<file path="src/rtl/wb_pkg.sv">
// ---------------------------------------------------------------------------
// wb_pkg
//   Shared types and constants for the writeback scheduler slice.
//   - SRC_ALU / SRC_LSU / SRC_MDU : requester indices (0 = ALU)
//   - reg_idx_t                   : 5-bit architectural register index
//   - wb_req_t                    : one producer's writeback request
//   - popcount32()                : set-bit count of a 32-bit vector
//   Data width is the global 32-bit datapath width.
// ---------------------------------------------------------------------------
package wb_pkg;

    localparam int WB_XLEN = 32;

    localparam int SRC_ALU = 0;
    localparam int SRC_LSU = 1;
    localparam int SRC_MDU = 2;

    typedef logic [4:0] reg_idx_t;

    typedef struct packed {
        logic                 valid;
        reg_idx_t             rd;
        logic [WB_XLEN-1:0]   value;
    } wb_req_t;

    function automatic logic [5:0] popcount32(input logic [31:0] v);
        logic [5:0] c;
        c = '0;
        for (int i = 0; i < 32; i++) begin
            c = c + {5'b0, v[i]};
        end
        return c;
    endfunction

endpackage

</file>
<file path="src/rtl/wb_arbiter.sv">
// ---------------------------------------------------------------------------
// wb_arbiter
//   Picks at most one of NUM_SRC valid writeback requesters per cycle.
//   Optional feature macro: WB_ROUND_ROBIN_EN
//     defined   : round-robin, search starts at rr_ptr; rr_ptr moves to
//                 winner+1 after every grant
//     undefined : fixed priority, highest valid index wins
//   Ports:
//     clock, reset : present only with WB_ROUND_ROBIN_EN (rr_ptr state)
//     stall        : in  1        suppress all grants
//     valid        : in  NUM_SRC  requester has a result
//     grant        : out NUM_SRC  one-hot grant (or zero)
//     transfer     : out 1        some requester was granted this cycle
// ---------------------------------------------------------------------------
module wb_arbiter #(
    parameter int NUM_SRC = 3
) (
`ifdef WB_ROUND_ROBIN_EN
    input  logic               clock,
    input  logic               reset,
`endif
    input  logic               stall,
    input  logic [NUM_SRC-1:0] valid,
    output logic [NUM_SRC-1:0] grant,
    output logic               transfer
);

    localparam int SEL_W = (NUM_SRC > 1) ? $clog2(NUM_SRC) : 1;

    logic [SEL_W-1:0] winner;
    logic             found;

`ifdef WB_ROUND_ROBIN_EN
    logic [SEL_W-1:0] rr_ptr;

    // Rotating search: candidate k is (rr_ptr + k) mod NUM_SRC; the first
    // valid one wins.
    always_comb begin
        int idx;
        idx    = 0;
        winner = '0;
        found  = 1'b0;
        grant  = '0;
        if (!stall) begin
            for (int k = 0; k < NUM_SRC; k++) begin
                idx = int'(rr_ptr) + k;
                if (idx >= NUM_SRC) begin
                    idx = idx - NUM_SRC;
                end
                if (!found && valid[idx]) begin
                    found  = 1'b1;
                    winner = SEL_W'(idx);
                end
            end
            if (found) begin
                grant[winner] = 1'b1;
            end
        end
    end

    // found already implies !stall, so the pointer holds on stall or idle.
    always_ff @(posedge clock) begin
        if (reset) begin
            rr_ptr <= '0;
        end else if (found) begin
            if (int'(winner) == NUM_SRC - 1) begin
                rr_ptr <= '0;
            end else begin
                rr_ptr <= winner + 1'b1;
            end
        end
    end
`else
    // Later iterations overwrite earlier ones, so the highest valid index
    // wins; long-latency units drain first and free scoreboard entries.
    always_comb begin
        winner = '0;
        found  = 1'b0;
        grant  = '0;
        if (!stall) begin
            for (int i = 0; i < NUM_SRC; i++) begin
                if (valid[i]) begin
                    found  = 1'b1;
                    winner = SEL_W'(i);
                end
            end
            if (found) begin
                grant[winner] = 1'b1;
            end
        end
    end
`endif

    assign transfer = found;

endmodule

</file>
<file path="src/rtl/writeback_scheduler.sv">
// ---------------------------------------------------------------------------
// writeback_scheduler
//   Shares the register file's single write port between NUM_SRC producers
//   and keeps a 32-entry scoreboard of in-flight multi-cycle destinations to
//   flag RAW/WAW hazards back to issue.
//   Optional feature macro: WB_ROUND_ROBIN_EN (see wb_arbiter).
//   Ports:
//     clock, reset        : clock, synchronous active-high reset
//     stall               : global stall, freezes grants and scoreboard
//     src_valid/src_ready : per-producer handshake
//     src_rd/src_value    : flattened per-producer destination and result
//     rd/rd_write/rd_value: register file write port
//     issue_valid/rs1/rs2/rd/reserve : issuing instruction
//     issue_hazard        : issue must hold this cycle
//     pending_count       : number of reserved registers
// ---------------------------------------------------------------------------
module writeback_scheduler
    import wb_pkg::*;
#(
    parameter int NUM_SRC = 3,
    parameter int XLEN    = WB_XLEN
) (
    input  logic                    clock,
    input  logic                    reset,
    input  logic                    stall,
    input  logic [NUM_SRC-1:0]      src_valid,
    output logic [NUM_SRC-1:0]      src_ready,
    input  logic [NUM_SRC*5-1:0]    src_rd,
    input  logic [NUM_SRC*XLEN-1:0] src_value,
    output logic [4:0]              rd,
    output logic                    rd_write,
    output logic [XLEN-1:0]         rd_value,
    input  logic                    issue_valid,
    input  logic [4:0]              issue_rs1,
    input  logic [4:0]              issue_rs2,
    input  logic [4:0]              issue_rd,
    input  logic                    issue_reserve,
    output logic                    issue_hazard,
    output logic [5:0]              pending_count
);

    wb_req_t            reqs [NUM_SRC];
    logic [NUM_SRC-1:0] req_valid;
    logic               transfer;
    reg_idx_t           win_rd;
    logic [XLEN-1:0]    win_value;
    logic [31:0]        pending;
    logic [31:0]        pending_next;
    logic [31:0]        clr_vec;
    logic [31:0]        set_vec;
    logic [31:0]        eff;
    logic               set_en;

    always_comb begin
        for (int i = 0; i < NUM_SRC; i++) begin
            reqs[i].valid = src_valid[i];
            reqs[i].rd    = src_rd[i*5 +: 5];
            reqs[i].value = src_value[i*XLEN +: XLEN];
            req_valid[i]  = reqs[i].valid;
        end
    end

    wb_arbiter #(.NUM_SRC(NUM_SRC)) u_arbiter (
`ifdef WB_ROUND_ROBIN_EN
        .clock    (clock),
        .reset    (reset),
`endif
        .stall    (stall),
        .valid    (req_valid),
        .grant    (src_ready),
        .transfer (transfer)
    );

    // Grant is one-hot or zero, so this OR-style mux yields zeros when idle.
    always_comb begin
        win_rd    = '0;
        win_value = '0;
        for (int i = 0; i < NUM_SRC; i++) begin
            if (src_ready[i]) begin
                win_rd    = reqs[i].rd;
                win_value = reqs[i].value;
            end
        end
    end

    // An rd=0 winner is still consumed, but the write is discarded.
    assign rd       = win_rd;
    assign rd_value = win_value;
    assign rd_write = transfer && (win_rd != 5'd0);

    // A same-cycle writeback is forwarded by the register file, so the bit
    // being cleared this cycle no longer counts as a hazard.
    always_comb begin
        clr_vec = '0;
        if (rd_write) begin
            clr_vec[win_rd] = 1'b1;
        end
        eff = pending & ~clr_vec;
        issue_hazard = issue_valid &&
                       (eff[issue_rs1] || eff[issue_rs2] ||
                        (issue_reserve && eff[issue_rd]));
    end

    // Set is applied after clear, so a same-register set/clear keeps the bit.
    always_comb begin
        set_en  = issue_valid && issue_reserve && !issue_hazard && !stall &&
                  (issue_rd != 5'd0);
        set_vec = '0;
        if (set_en) begin
            set_vec[issue_rd] = 1'b1;
        end
        pending_next = (pending & ~clr_vec) | set_vec;
    end

    always_ff @(posedge clock) begin
        if (reset) begin
            pending       <= '0;
            pending_count <= '0;
        end else begin
            pending       <= pending_next;
            pending_count <= popcount32(pending_next);
        end
    end

endmodule

</file>
<file path="config.mk">
export PLATFORM = sky130hd
export DESIGN_NAME = writeback_scheduler
export DESIGN_NICKNAME = d
export VERILOG_FILES = /design/src/rtl/wb_pkg.sv /design/src/rtl/wb_arbiter.sv /design/src/rtl/writeback_scheduler.sv
export SDC_FILE = /design/constraint.sdc
export NUM_CORES = 1
export LEC_CHECK = 0
export ABC_AREA = 1
export BUFFER_PORTS_ARGS = -buffer_cell sky130_fd_sc_hd__buf_2
export CAP_MARGIN = 15
export CORE_ASPECT_RATIO = 0.9
export CORE_MARGIN = 5
export CORE_UTILIZATION = 45
export DETAILED_ROUTE_END_ITERATION = 16
export PLACE_DENSITY = 0.78
export SLEW_MARGIN = 20
export SYNTH_ARGS = -nofsm -noshare
export SYNTH_HDL_FRONTEND = slang
export SYNTH_SLANG_ARGS = --single-unit
</file>
<file path="constraint.sdc">
create_clock -name clock -period 6.52 [get_ports clock]
set_input_delay 0.978 -clock clock [delete_from_list [all_inputs] [get_ports clock]]
set_output_delay 0.978 -clock clock [all_outputs]
set_load 0.02 [all_outputs]
</file>
==> run metrics, run 1 <==
total track usage=36.9%; PortBufs=181; Worst R2R End=pending_count[4]$_SDFF_PP0_; Slew @ Worst Pin=1.11 ns; number of fill cells in the layout=630; Hold Crit Class=reg -> reg; Worst Setup End Kind=flip-flop; critical path class=in -> reg; Final min period=7.86 ns; Starting Density=46.0%; PnR worst setup slack=-1.34 ns; pin count of the biggest net entering global routing=39; Period Utilization, post-route=120%; cell count after synthesis=772; WHS Endpoint=pending[0]$_SDFF_PP0_; Finished Layout Cells=1253; slew margin rel.=25.6%; outcome=complete, but fails checks; r2r worst-path depth=28; Most used DFF post-synth=dfxtp_1; leak pwr=3.99 nW; antenna-violating nets left=0; vias in the first global route=6783; Inst Count DP=1147; #FFs+latches synth=38; core area=9660 um^2; Top cell by count, worst path=nand2_1; Area contributors post-synth=nand2_1, dfxtp_1, nand3_1; placer congestion estimate=1.02; gr ovfl total=0; initial antenna violation count=1; DRT iter0 DRCs=1239; cts hold-fix bufs=0; Die W=115 um; n_diodes=0; Max Clock Freq=0.127 GHz; Die Ht=104 um; hold wc startpoint=pending[0]$_SDFF_PP0_; placed inst area=6300 um^2; H-tree depth=2; Worst-path clk slew=0.09 ns; RSZ-0062 raised after global routing=yes; 1st-pass router iterations=9; synthesized area=4450 um^2; syn nets=937; # DRC=0; top cells by count, synth=nand2_1, nand3_1, inv_1; reg2reg setup slack=-0.09 ns; flip-flop and latch area=761 um^2; Hold Crit Depth=2; global-route wire length before repair=35.4 mm; # rows=34; Buf/Inv on CP=7; CTS buffer count=5; CP top delay family=adder cells; largest area contributor in the netlist=nand2_1; Final Hold Vio Count=0; maximum vdd drop=0.000122 V; CTS Root Buffer Type=clkbuf_8; Worst EP arrival=8.01 ns; clock buffer depth=2; CTS sink count=38; type of element launching the critical path=input pin; worst skew pair latency=0.30 ns; RR Startpoint=pending[0]$_SDFF_PP0_; most common cell in the netlist=nand2_1; unique cell type count in the Yosys netlist=28; CTS tree=done; Critical Path RT=6.67 ns; Final nets=1291; area of the multi-input gates=3750 um^2; Ys Warns=0; post-synthesis sequential area ratio=17.1%; max cap viols=0; vias per inst=6.04; DR vias=7574; area grow syn2layout=74.9%; synthesized area per cell=5.76 um^2; share of cells above drive strength 1=47.0%; Slowest cell on crit path=fa_1; FFs w/ async S/R, synth=0%; Max Clock Skew=0.00662 ns; top cell type's share of synthesized area=23.2%; Power Dens Cells=107 nW/um^2; Final Cell Area=7780 um^2; Die Area=12000 um^2; Finish-stage setup viols=8; CP peak stage delay=0.75 ns; Boundary Pins=182; Max Slew Vio Count=0; wire length per cell=21.0 um; EDFF count, synth=0; WL final=26.4 mm; Max FO, Critical Path=6; violated checks=setup timing; HPWL Detailed=14.7 mm
-- layout by cell type (no fill, tap or decap), types with 15 or more instances in the layout --
| cell type | instances |
|---|---|
| dfxtp_1 | 38 |
| inv_1 | 67 |
| buf_4 | 171 |
| buf_6 | 19 |
| buf_2 | 178 |
| nand4_1 | 40 |
| nand2_1 | 233 |
| nand3_2 | 28 |
| nand2_2 | 36 |
| nand3_1 | 111 |
| nor2_1 | 44 |
| inv_2 | 18 |
| a21oi_1 | 34 |
| fa_1 | 15 |
-- layout make-up --
type | instances | share of cell area [%]
Multi-Input combinational cell | 612 | 48.2
Timing Repair Buffer | 379 | 33.6
Sequential cell | 38 | 9.78
Inverter | 90 | 4.51
Tap cell | 126 | 2.03
Clock buffer | 6 | 1.06
Clock inverter | 2 | 0.772
-- cells by family after synthesis --
logic type,after synthesis,synth area share [%]
and+or+nand+nor,533,53.6
AOI/OAI and AO/OA,48,5.60
adders and majority gates,31,12.8
buffers and inverters,122,10.9
DFF,38,17.1
-- worst register-to-register path: cells and delay by family (launching register included) --
family,cells,cell delay [ns]
buf+inv,4,0.41
simple gates,13,1.32
flops,1,0.50
compound gates,3,0.40
fa+ha+maj,8,3.85
-- worst max path at each step --
stage / endpoint / start / cells past startpoint
floorplan: pending_count[4]$_SDFF_PP0_ / src_valid[2] / 33
global placement: pending_count[4]$_SDFF_PP0_ / stall / 36
detailed placement: pending_count[5]$_SDFF_PP0_ / stall / 37
CTS: pending_count[4]$_SDFF_PP0_ / src_valid[2] / 34
global route: pending_count[4]$_SDFF_PP0_ / src_valid[2] / 35
finish: pending_count[4]$_SDFF_PP0_ / src_valid[2] / 37
-- per-layer routing --
layer | vias to the layer above | GRT usage, % | part of all wire, %
met5 | - | 0 | 0.049
met2 | 752 | 58.1 | 44
li1 | 3214 | - | -
met1 | 3358 | 44.9 | 33
met4 | 2 | 21.3 | 8.7
met3 | 248 | 9.89 | 15
-- state kept, by name, summed over array words and instances (netlist names) --
name	flops
pending_count	6
pending	32
-- timing repair --
item	CTS	global route
setup endpoints to repair	6	8
resized for setup	70	81
pin swaps	27	43
hold endpoints to repair	0	0
setup buffers	82	16
cloned	2	0
-- stage by stage --
stage / utilization (%) / setup TNS (ns) / hold WS, ns / setup WS [ns] / power, mW
3_3_place_gp: 65.2 / -3.61 / 0.534 / -0.809 / 0.494
6_report: 80.5 / -8.41 / 0.589 / -1.34 / 0.830
2_1_floorplan: - / -0.478 / 0.449 / -0.215 / 0.380
4_1_cts: 76.4 / -2.28 / 0.541 / -0.466 / 0.784
5_1_grt: 80.5 / -9.21 / 0.581 / -1.44 / 0.848
3_5_place_dp: 65.2 / -4.13 / 0.528 / -0.902 / 0.495
-- where the power goes --
| group | internal (mW) | switching (mW) | total (mW) |
|---|---|---|---|
| clock network | 0.164 | 0.101 | 0.264 |
| registers | 0.232 | 0.000477 | 0.233 |
| logic | 0.136 | 0.196 | 0.332 |
(Power assumes the default switching activity.)
==> run 2, diff against run 1 <==
--- a/config.mk
+++ b/config.mk
@@ -13,7 +13,8 @@
 export CORE_UTILIZATION = 45
 export DETAILED_ROUTE_END_ITERATION = 16
 export PLACE_DENSITY = 0.78
-export SLEW_MARGIN = 20
+export REMOVE_ABC_BUFFERS = 1
+export SLEW_MARGIN = 15
 export SYNTH_ARGS = -nofsm -noshare
 export SYNTH_HDL_FRONTEND = slang
 export SYNTH_SLANG_ARGS = --single-unit
==> run 2 against run 1 <==
The run still ends with setup timing left. Routed wire length fell by 10%. Setup slack improved by 0.40 ns. Cell area fell by 5.5%. Sequential cell count did not move. Largest power group unchanged. Non-clock buffer count fell by 11. Highest routed layer is now met4. Count of clock-buffer cells in the layout did not move. Utilization fell by 4.4 points. Maximum frequency rose by 5.4%.
==> run metrics, run 2 (synthesis gave the netlist of run 1 again) <==
clock buffer depth=2 (unchanged); slew margin rel.=34.4% (+8.8 points); Final Cell Area=7350 um^2 (-5.5%); switching part of the total=34.8% (-1.0 points); RSZ-0062 raised after global routing=yes; number of fill cells in the layout=734 (+17%); Die Area=12000 um^2 (unchanged); Starting Density=46.0% (unchanged); type of element launching the critical path=input pin; Critical Path RT=6.77 ns (+0.10 ns); placer congestion estimate=0.988 (-2.7%); HPWL Detailed=15.7 mm (+6.3%); PortBufs=181 (unchanged); clock power share=32.5% (+0.6 points); Boundary Pins=182 (unchanged); # rows=34 (unchanged); Hold Crit Class=reg -> reg; Top cell by count, worst path=buf_4; Finish-stage setup viols=7 (-1); CTS Root Buffer Type=clkbuf_8; Die Ht=104 um (unchanged); largest registers=pending x32, pending_count x6; DRT iter0 DRCs=866 (-30%); Max Slew Vio Count=0 (unchanged); pin count of the biggest net entering global routing=39 (unchanged); Flop pwr share=28.9% (+0.8 points); vias in the first global route=6601 (-2.7%); Slew @ Worst Pin=0.983 ns (-0.129 ns); Hold Crit Depth=2 (unchanged); switching power total=0.280 mW (-5.7%); internal power=0.525 mW (-1.3%); commonest non-fill, non-tap cell in the layout=nand2_1; wire length per cell=19.0 um (-9.6%); cts hold-fix bufs=0 (unchanged); Max FO, Critical Path=6 (unchanged); worst skew pair latency=0.31 ns (about the same); setup tns final=-4.86 ns (+3.55 ns); CP peak stage delay=0.21 ns (-0.54 ns); # DRC=0 (unchanged); CTS tree=done; Final min period=7.46 ns (-0.400 ns); Worst Setup End Kind=flip-flop; WHS Endpoint=pending[0]$_SDFF_PP0_; pre-CTS WS=-1.18 ns (-0.282 ns); Max Clock Skew=0.0162 ns (+0.00955 ns); RR Startpoint=pending[0]$_SDFF_PP0_; n_diodes=0 (unchanged); core area=9660 um^2 (unchanged); Slowest cell on crit path=nor2_4; Final nets=1280 (-0.85%); leak pwr=3.87 nW (-2.8%); hold wc startpoint=pending[0]$_SDFF_PP0_; initial antenna violation count=0 (-1); Worst-path clk slew=0.09 ns (about the same); share of cells above drive strength 1=40.9% (-6.2 points); Period Utilization, post-route=114% (-6.1 points); reg2reg setup slack=0.39 ns (+0.48 ns); max reg flops=32 (unchanged); Die W=115 um (unchanged); H-tree depth=2 (unchanged); critical path class=in -> reg; global-route wire length before repair=35.0 mm (-0.96%); WL final=23.6 mm (-10%); placed inst area=6260 um^2 (-0.68%); most frequent cells in the layout=nand2_1, buf_2, buf_4, nand3_1, inv_1; PnR worst setup slack=-0.937 ns (+0.400 ns); vias per inst=5.65 (-6.5%); antenna-violating nets left=0 (unchanged); max cap viols=0 (unchanged); area grow syn2layout=65.4%; DR vias=7023 (-7.3%); gr ovfl total=0 (unchanged); outcome=complete, but fails checks; CTS sink count=38 (unchanged); total track usage=37.4% (+0.47 points); CTS buffer count=5 (unchanged); Worst R2R End=pending_count[4]$_SDFF_PP0_; r2r worst-path depth=28 (unchanged); most flop-heavy register=pending; Final Hold Vio Count=0 (unchanged); violated checks=setup timing; combinational share of power=38.6% (-1.5 points); Final Power=0.806 mW (-2.9%); maximum vdd drop=0.000103 V (-16%); Power Dens Cells=110 nW/um^2 (+2.7%); 1st-pass router iterations=6 (-3); Worst EP arrival=7.70 ns (-0.31 ns); Max Clock Freq=0.134 GHz (+5.4%)
==> run 2: area by class of cell <==
| class | count | area (um^2) | share of cell area, % |
|---|---|---|---|
| multi-input combinational | 612 | 3470 | 47.2 |
| timing repair buffer | 368 | 2470 | 33.6 |
| sequential | 38 | 761 | 10.3 |
| inverter | 90 | 348 | 4.73 |
| tap | 126 | 158 | 2.14 |
| clock buffer | 6 | 82.6 | 1.12 |
| clock inverter | 2 | 60.1 | 0.817 |
==> run 2: worst max-delay path by stage <==
stage / start / to / cells past startpoint
floorplan: src_valid[2] / pending_count[4]$_SDFF_PP0_ / 32
CTS: src_valid[1] / pending_count[4]$_SDFF_PP0_ / 34
global placement: src_valid[2] / pending_count[4]$_SDFF_PP0_ / 34
global route: src_valid[1] / pending_count[4]$_SDFF_PP0_ / 37
detailed placement: src_valid[2] / pending_count[4]$_SDFF_PP0_ / 34
finish: stall / pending[11]$_SDFF_PP0_ / 55
==> run 2: power groups by stage <==
stage / Sequential (mW) / Combinational, mW / Clock [mW]
detailed placement: 0.238 / 0.258 / 0
global route: 0.233 / 0.332 / 0.272
CTS: 0.233 / 0.277 / 0.257
global placement: 0.238 / 0.257 / 0
finish: 0.233 / 0.311 / 0.262
floorplan: 0.239 / 0.120 / 0
==> run 2: what timing repair did <==
action,CTS,global route
pin swaps,22,28
setup buffers,70,16
gates cloned,1,1
resized for setup,36,65
setup endpoints to repair,6,8
==> run 2: layer usage <==
layer | wire (um) | global-route usage, % | part of all wire (%)
met1 | 8480 | 44.6 | 36
met2 | 10600 | 59.8 | 45
met3 | 2780 | 9.37 | 12
met4 | 1760 | 22.5 | 7.4
met5 | 0 | 0 | 0
==> run 2: critical path, delay by kind of cell <==
family,cells,cell delay [ns]
simple gates,14,1.62
buf+inv,39,4.84
compound gates,2,0.20
==> run 2: through the flow <==
| step | hold WS [ns] | util (%) | std cells |
|---|---|---|---|
| 6_report | 0.567 | 76.1 | 1242 |
| 4_1_cts | 0.542 | 73.3 | 1237 |
| 2_1_floorplan | 0.463 | - | 740 |
| 3_3_place_gp | 0.530 | 64.8 | 1158 |
| 5_1_grt | 0.585 | 76.1 | 1242 |
| 3_5_place_dp | 0.530 | 64.8 | 1158 |
